[src/rtl/key_pkg.sv]
// Shared types and default timing constants for the key event classifier.
package key_pkg;

  typedef enum logic [2:0] {
    IDLE   = 3'd0,
    PRESS1 = 3'd1,
    GAP    = 3'd2,
    PRESS2 = 3'd3,
    LONG   = 3'd4
  } key_state_e;

  localparam int DEF_LONG_TICKS   = 50_000_000;
  localparam int DEF_GAP_TICKS    = 12_500_000;
  localparam int DEF_REPEAT_TICKS = 5_000_000;

  function automatic int max3(input int a, input int b, input int c);
    int m;
    m = (a > b) ? a : b;
    return (m > c) ? m : c;
  endfunction

  // $clog2(N) bits are enough to reach N-1, the largest compare value.
  localparam int DEF_CNT_W =
    $clog2(max3(DEF_LONG_TICKS, DEF_GAP_TICKS, DEF_REPEAT_TICKS));

endpackage

[src/rtl/key_evt_timer.sv]
// Free-running state timer: synchronous clear, +1 per clock, terminal-count flag.
module key_evt_timer #(
  parameter int CNT_W = 26
) (
  input  logic             clk,
  input  logic             rst,
  input  logic             clr,
  input  logic [CNT_W-1:0] limit,
  output logic             tc
);

  logic [CNT_W-1:0] count_q;
  logic [CNT_W-1:0] count_d;

  always_comb begin
    count_d = clr ? '0 : count_q + CNT_W'(1);
  end

  always_ff @(posedge clk or posedge rst) begin
    if (rst) count_q <= '0;
    else     count_q <= count_d;
  end

  assign tc = (count_q == limit);

endmodule

[src/rtl/key_event_classifier.sv]
// Classifies debounced key press/release pulses into short, long and double clicks.
// Optional auto-repeat while held long is enabled by defining KEY_REPEAT_EN.
module key_event_classifier
  import key_pkg::*;
#(
  parameter int LONG_TICKS   = DEF_LONG_TICKS,
  parameter int GAP_TICKS    = DEF_GAP_TICKS,
  parameter int REPEAT_TICKS = DEF_REPEAT_TICKS,
  parameter int CNT_W        = DEF_CNT_W
) (
  input  logic clk,
  input  logic rst,
  input  logic press_down,
  input  logic press_up,
  output logic short_press,
  output logic long_press,
  output logic double_click,
  output logic key_held
`ifdef KEY_REPEAT_EN
  ,
  output logic repeat_pulse
`endif
);

  key_state_e       state_q, state_d;
  logic             short_q, short_d;
  logic             long_q, long_d;
  logic             dbl_q, dbl_d;
  logic             held_q, held_d;
  logic             timer_clr;
  logic             timer_tc;
  logic [CNT_W-1:0] timer_limit;
`ifdef KEY_REPEAT_EN
  logic             rep_q, rep_d;
`endif

  // The compare value follows the state the timer is currently measuring.
  always_comb begin
    case (state_q)
      PRESS1:  timer_limit = CNT_W'(LONG_TICKS - 1);
      GAP:     timer_limit = CNT_W'(GAP_TICKS - 1);
      default: timer_limit = CNT_W'(REPEAT_TICKS - 1);
    endcase
  end

  key_evt_timer #(.CNT_W(CNT_W)) u_timer (
    .clk   (clk),
    .rst   (rst),
    .clr   (timer_clr),
    .limit (timer_limit),
    .tc    (timer_tc)
  );

  // Input events are checked before timeouts so an event on the terminal cycle wins.
  always_comb begin
    state_d   = state_q;
    short_d   = 1'b0;
    long_d    = 1'b0;
    dbl_d     = 1'b0;
    timer_clr = 1'b0;
`ifdef KEY_REPEAT_EN
    rep_d     = 1'b0;
`endif
    case (state_q)
      IDLE: begin
        if (press_down) state_d = PRESS1;
      end
      PRESS1: begin
        if (press_up) begin
          state_d = GAP;
        end else if (timer_tc) begin
          state_d = LONG;
          long_d  = 1'b1;
        end
      end
      GAP: begin
        if (press_down) begin
          state_d = PRESS2;
        end else if (timer_tc) begin
          state_d = IDLE;
          short_d = 1'b1;
        end
      end
      PRESS2: begin
        if (press_up) begin
          state_d = IDLE;
          dbl_d   = 1'b1;
        end
      end
      LONG: begin
        if (press_up) begin
          state_d = IDLE;
        end
`ifdef KEY_REPEAT_EN
        else if (timer_tc) begin
          rep_d     = 1'b1;
          timer_clr = 1'b1;
        end
`endif
      end
      default: state_d = IDLE;
    endcase
    if (state_d != state_q) timer_clr = 1'b1;
    held_d = (state_d == PRESS1) || (state_d == PRESS2) || (state_d == LONG);
  end

  always_ff @(posedge clk or posedge rst) begin
    if (rst) begin
      state_q <= IDLE;
      short_q <= 1'b0;
      long_q  <= 1'b0;
      dbl_q   <= 1'b0;
      held_q  <= 1'b0;
`ifdef KEY_REPEAT_EN
      rep_q   <= 1'b0;
`endif
    end else begin
      state_q <= state_d;
      short_q <= short_d;
      long_q  <= long_d;
      dbl_q   <= dbl_d;
      held_q  <= held_d;
`ifdef KEY_REPEAT_EN
      rep_q   <= rep_d;
`endif
    end
  end

  assign short_press  = short_q;
  assign long_press   = long_q;
  assign double_click = dbl_q;
  assign key_held     = held_q;
`ifdef KEY_REPEAT_EN
  assign repeat_pulse = rep_q;
`endif

endmodule

[config.mk]
export PLATFORM = sky130hd
export DESIGN_NAME = key_event_classifier
export DESIGN_NICKNAME = d
export VERILOG_FILES = /design/src/rtl/key_pkg.sv /design/src/rtl/key_evt_timer.sv /design/src/rtl/key_event_classifier.sv
export SDC_FILE = /design/constraint.sdc
export NUM_CORES = 1
export LEC_CHECK = 0
export ABC_AREA = 1
export ABC_CLOCK_PERIOD_IN_PS = 2800
export CORE_MARGIN = 5
export CORE_UTILIZATION = 50
export DETAILED_ROUTE_END_ITERATION = 8
export GPL_ROUTABILITY_DRIVEN = 0
export GPL_TIMING_DRIVEN = 0
export PLACE_DENSITY = 0.67
export SKIP_LAST_GASP = 1
export SLEW_MARGIN = 25
export SYNTH_ARGS = -nofsm -noshare
export SYNTH_HDL_FRONTEND = slang
export SYNTH_HIERARCHICAL = 1
export SYNTH_SLANG_ARGS = --single-unit
[constraint.sdc]
create_clock -name clk -period 2.8 [get_ports clk]
set_clock_uncertainty 0.1 [all_clocks]
set_input_delay 0.28 -clock clk [delete_from_list [all_inputs] [get_ports clk]]
set_output_delay 0.28 -clock clk [all_outputs]
set_load 0.1 [all_outputs]
==> results list <==
- Routed wirelength normalized by instance count: roughly 13 um
- The number of global-route vias before repair is 2213.
- Number of nets with antenna violations after routing: 0
* Initial antenna violation count: 0
- Clock-pin slew was measured on the worst setup and hold paths at 60 ps.
- For the finished layout, the period the worst path requires is between 2000 and 3000 ps.
- In the post-synthesis netlist, the cell with the most instances is sky130_fd_sc_hd__nand2_1.
- Total Routing Usage GR: a little over a fifth
- In the global route stage, met3 resource usage came out at 3.44%.
* Count of mapped cells out of synthesis: 382
- CTS built an H-tree with a depth of 2.
- Compared with the post-synthesis result, the final layout area differs by 27.0%.
* Detailed Place HPWL: 4.32 mm
- Final count of hold timing violations: 0
- Nature of the critical path startpoint: flip-flop
- DRC: 0
- STA classifies the critical path endpoint as a flip-flop.
- After synthesis the netlist holds a flip-flop and latch count of 33.
- CTS Root Cell: sky130_fd_sc_hd__clkbuf_8
* IO Port Bufs: 7
- Syn Std Cell Area: between 0.002 and 0.003 mm^2
- Max Buffers Root-to-Sink: 2
- For this run, the leading register cell type out of synthesis is sky130_fd_sc_hd__dfrtp_1.
* Initial standard-cell utilization of the core: between 50% and 60%
- In this run the power density over the cells is 741 mW/mm^2.
* Yosys warning count: 6
- Result of the run: complete, no violations
- For the pin with the worst max-slew slack, the measured transition is between 900 and 1000 ps.
- Worst-Skew Late Latency: a little under 300 ps
- Worst vdd rail ir drop: roughly 0.66 mV
- After detailed routing, the total wire length is ~6.4 mm.
* Maximum frequency from static timing analysis: ~0.36 GHz
- Sorting the synthesized cells by area gives the leading types as sky130_fd_sc_hd__dfrtp_1, sky130_fd_sc_hd__nand2_1, sky130_fd_sc_hd__inv_1.
- Buffers inserted to repair hold after CTS numbered 0.
* M2 GR Usage: between 30% and 40%
- In this run the static leakage power is between 1.5 and 2 nW.
* Count of distinct cell types in the synthesized netlist: 32
- The die is 80.7 um tall.
* CP arrival: 2860 ps
- Post-Synthesis Mean Instance Area: approximately 6.6 um^2
- Fraction of the yosys area taken by sequential cells: between 30% and 40%
* Number of core rows: 25
- Fin. max-slew vios: 0
* Area enclosed by the die boundary: between 0.006 and 0.007 mm^2
- Using the TritonRoute via totals, the vias-per-cell ratio works out to 4.72.
- Global route overflow: 0
- CTS tree: yes
- Number of design-rule violations left by the first detailed-router iteration: 101
- STA puts the critical path data required time at around 2900 ps.
- The tool flagged a number of max-cap violations equal to 0.
* Nets: approximately 440
- Entering global routing, the biggest net connects 27 pins.
- Post-route total power: 0.00235 W
- The placed instances occupy a cell area of 0.00272 mm^2.
- The startpoint identified for the worst register-to-register timing path is state_q[0]$_DFF_PP0_.
- Final setup viols: 0
* Kind of path behind the tightest hold check: input port to async pin
- Yosys mapped a number of flops with a built-in enable equal to 0.
- Pin placement for this block handled 8 I/O pins.
- After layout, the worst path uses between 90% and 100% of the clock period.
- Maximum fanout along the worst path: 6
- Design Area, Final: roughly 0.0032 mm^2
- Share of flip-flops with an asynchronous set or reset after synthesis: 100%
- The core region is ~0.0048 mm^2.
- The largest total area in the synthesized netlist belongs to sky130_fd_sc_hd__dfrtp_1.
- Antenna diode count: 0
- After global routing, the most crowded layer is met2.
- Number of filler cells placed in the layout: approximately 440
- Die W: 80.7 um
- Share of Yosys cell area claimed by the top area cell type: between 30% and 40%
* Endpoint of the most critical register-to-register path: u_timer/count_q[14]$_DFF_PP0_
- Worst reg2reg path depth: 23
- Proportion of layout cells with a drive suffix above 1: 25.1%
- The worst setup path is of the flip-flop to flip-flop kind.
- Vias: between 2000 and 2500
* Wire length of the first global-routing pass: approximately 11 mm
* Met1 global-route usage: 29.0%
- In this run, CTS created clock tree buffers numbering 5.
- Setup repair after global routing could not meet its margin everywhere.
* Relative slew slack: between 30% and 40%
* Register-to-register path setup slack: slightly above 10 ps
- Synth cell count leaders: sky130_fd_sc_hd__nand2_1, sky130_fd_sc_hd__inv_1, sky130_fd_sc_hd__nor2_1
- Num Clock Sinks: 33
* Pre-antenna DRT Iters: 4
[cells by family after synthesis]
group                      Yosys count  share of synthesized area (%)
AOI/OAI and AO/OA                   29                           6.15
xor gates and xnor gates             4                           1.40
adders and majority gates            1                          0.500
buffers and inverters               77                           11.9
DFF                                 33                           33.0
other                                2                          0.300
and+or+nand+nor                    236                           46.7
[stage by stage]
stage / utilization [%] / instances / hold slack, ps / setup slack [ps] / TNS (ps)
after floorplan: - / 397 / -16.6 / 4.78 / 0
after global routing: 66.4 / 497 / 214 / -169 / -3520
final: 66.4 / 497 / 190 / 10.2 / 0
after global placement: 56.7 / 471 / 373 / -874 / -15540
after CTS: 62.0 / 492 / 199 / 17.2 / 0
after detailed placement: 56.7 / 471 / 393 / -964 / -17000
[worst max-delay path, stage by stage, from the launching register on]
cell and delay [ps]:
sky130_fd_sc_hd__dfrtp_2 470, sky130_fd_sc_hd__nor3_4 240, sky130_fd_sc_hd__inv_4 80, sky130_fd_sc_hd__nand2_4 100, sky130_fd_sc_hd__buf_6 140, sky130_fd_sc_hd__inv_2 30
sky130_fd_sc_hd__nand2_1 40, sky130_fd_sc_hd__nand2_1 60, sky130_fd_sc_hd__inv_2 50, sky130_fd_sc_hd__nand2_1 40, sky130_fd_sc_hd__nor2_1 90, sky130_fd_sc_hd__nand3_1 90
sky130_fd_sc_hd__nor2_2 160, sky130_fd_sc_hd__nor2_1 70, sky130_fd_sc_hd__nand3_1 120, sky130_fd_sc_hd__buf_6 120, sky130_fd_sc_hd__nand3_4 60, sky130_fd_sc_hd__nand2_2 80
sky130_fd_sc_hd__nand2_2 70, sky130_fd_sc_hd__nand3_4 110, sky130_fd_sc_hd__inv_8 60, sky130_fd_sc_hd__clkbuf_16 150, sky130_fd_sc_hd__o21ai_2 50, sky130_fd_sc_hd__nor2_1 60
[how the worst max path moves through the flow]
stage	start	slack (ps)	end
2_1_floorplan	state_q[2]$_DFF_PP0_	5	u_timer/count_q[11]$_DFF_PP0_
3_3_place_gp	state_q[0]$_DFF_PP0_	-870	u_timer/count_q[5]$_DFF_PP0_
3_5_place_dp	state_q[0]$_DFF_PP0_	-960	u_timer/count_q[8]$_DFF_PP0_
4_1_cts	state_q[2]$_DFF_PP0_	20	u_timer/count_q[8]$_DFF_PP0_
5_1_grt	state_q[0]$_DFF_PP0_	-170	u_timer/count_q[4]$_DFF_PP0_
6_report	state_q[0]$_DFF_PP0_	10	u_timer/count_q[14]$_DFF_PP0_
[layout by cell type (no fill, tap or decap), types with 2 or more instances in the layout]
cell / Yosys / final
sky130_fd_sc_hd__nor2_1: 54 / 47
sky130_fd_sc_hd__nor3_1: 6 / 5
sky130_fd_sc_hd__buf_4: 0 / 14
sky130_fd_sc_hd__buf_8: 0 / 2
sky130_fd_sc_hd__o21ai_2: 0 / 8
sky130_fd_sc_hd__nand2_2: 9 / 17
sky130_fd_sc_hd__nor2_8: 5 / 5
sky130_fd_sc_hd__xnor2_1: 3 / 2
sky130_fd_sc_hd__clkbuf_8: 0 / 6
sky130_fd_sc_hd__conb_1: 2 / 17
sky130_fd_sc_hd__buf_6: 1 / 3
sky130_fd_sc_hd__clkbuf_16: 0 / 2
sky130_fd_sc_hd__nand2_4: 3 / 9
sky130_fd_sc_hd__nand2_1: 120 / 107
sky130_fd_sc_hd__clkdlybuf4s50_1: 0 / 7
sky130_fd_sc_hd__dfrtp_1: 33 / 32
sky130_fd_sc_hd__nand3_4: 0 / 3
sky130_fd_sc_hd__nor3_2: 2 / 2
sky130_fd_sc_hd__inv_1: 72 / 64
sky130_fd_sc_hd__a21oi_1: 15 / 12
sky130_fd_sc_hd__nand3_1: 16 / 16
sky130_fd_sc_hd__nand4_1: 4 / 4
sky130_fd_sc_hd__inv_2: 2 / 8
sky130_fd_sc_hd__nor2_4: 5 / 5
sky130_fd_sc_hd__o21ai_0: 9 / 3
sky130_fd_sc_hd__nor3_4: 1 / 2
sky130_fd_sc_hd__nor2_2: 4 / 11
sky130_fd_sc_hd__a21oi_2: 1 / 4
[power by group]
| group | switching (W) | internal, W |
|---|---|---|
| combinational | 0.000814 | 0.000614 |
| clock | 0.000174 | 0.000195 |
| sequential | 0.0000433 | 0.000514 |
[flip-flops by register name, indices dropped and copies added (netlist names)]
name	count
u_timer/count_q	26
state_q	3
double_click	1
key_held	1
long_press	1
short_press	1
[timing repair]
action	4_1_cts	5_1_grt
gates cloned	1	2
gates resized for setup	18	51
setup endpoints to repair	26	27
buffers inserted	13	4
pin swaps	4	19
[layout make-up]
| cell class | count | area (um^2) | share of cell area [%] |
|---|---|---|---|
| plain buffers | 3 | 41.3 | 1.30 |
| clock buffers | 7 | 86.3 | 2.72 |
| inverters | 74 | 288 | 9.06 |
| multi-input cells | 288 | 1600 | 50.5 |
| flip-flops and latches | 33 | 827 | 26.0 |
| well taps | 67 | 83.8 | 2.64 |
| repair buffers | 25 | 248 | 7.80 |
[routing by layer]
| metal | up-vias | share of wire, % |
|---|---|---|
| li1 | 1222 | - |
| met1 | 1069 | 45 |
| met2 | 48 | 48 |
| met3 | 8 | 4.7 |
| met4 | 0 | 1.4 |
| met5 | - | 0 |
Power figures use the tool's default switching activity.
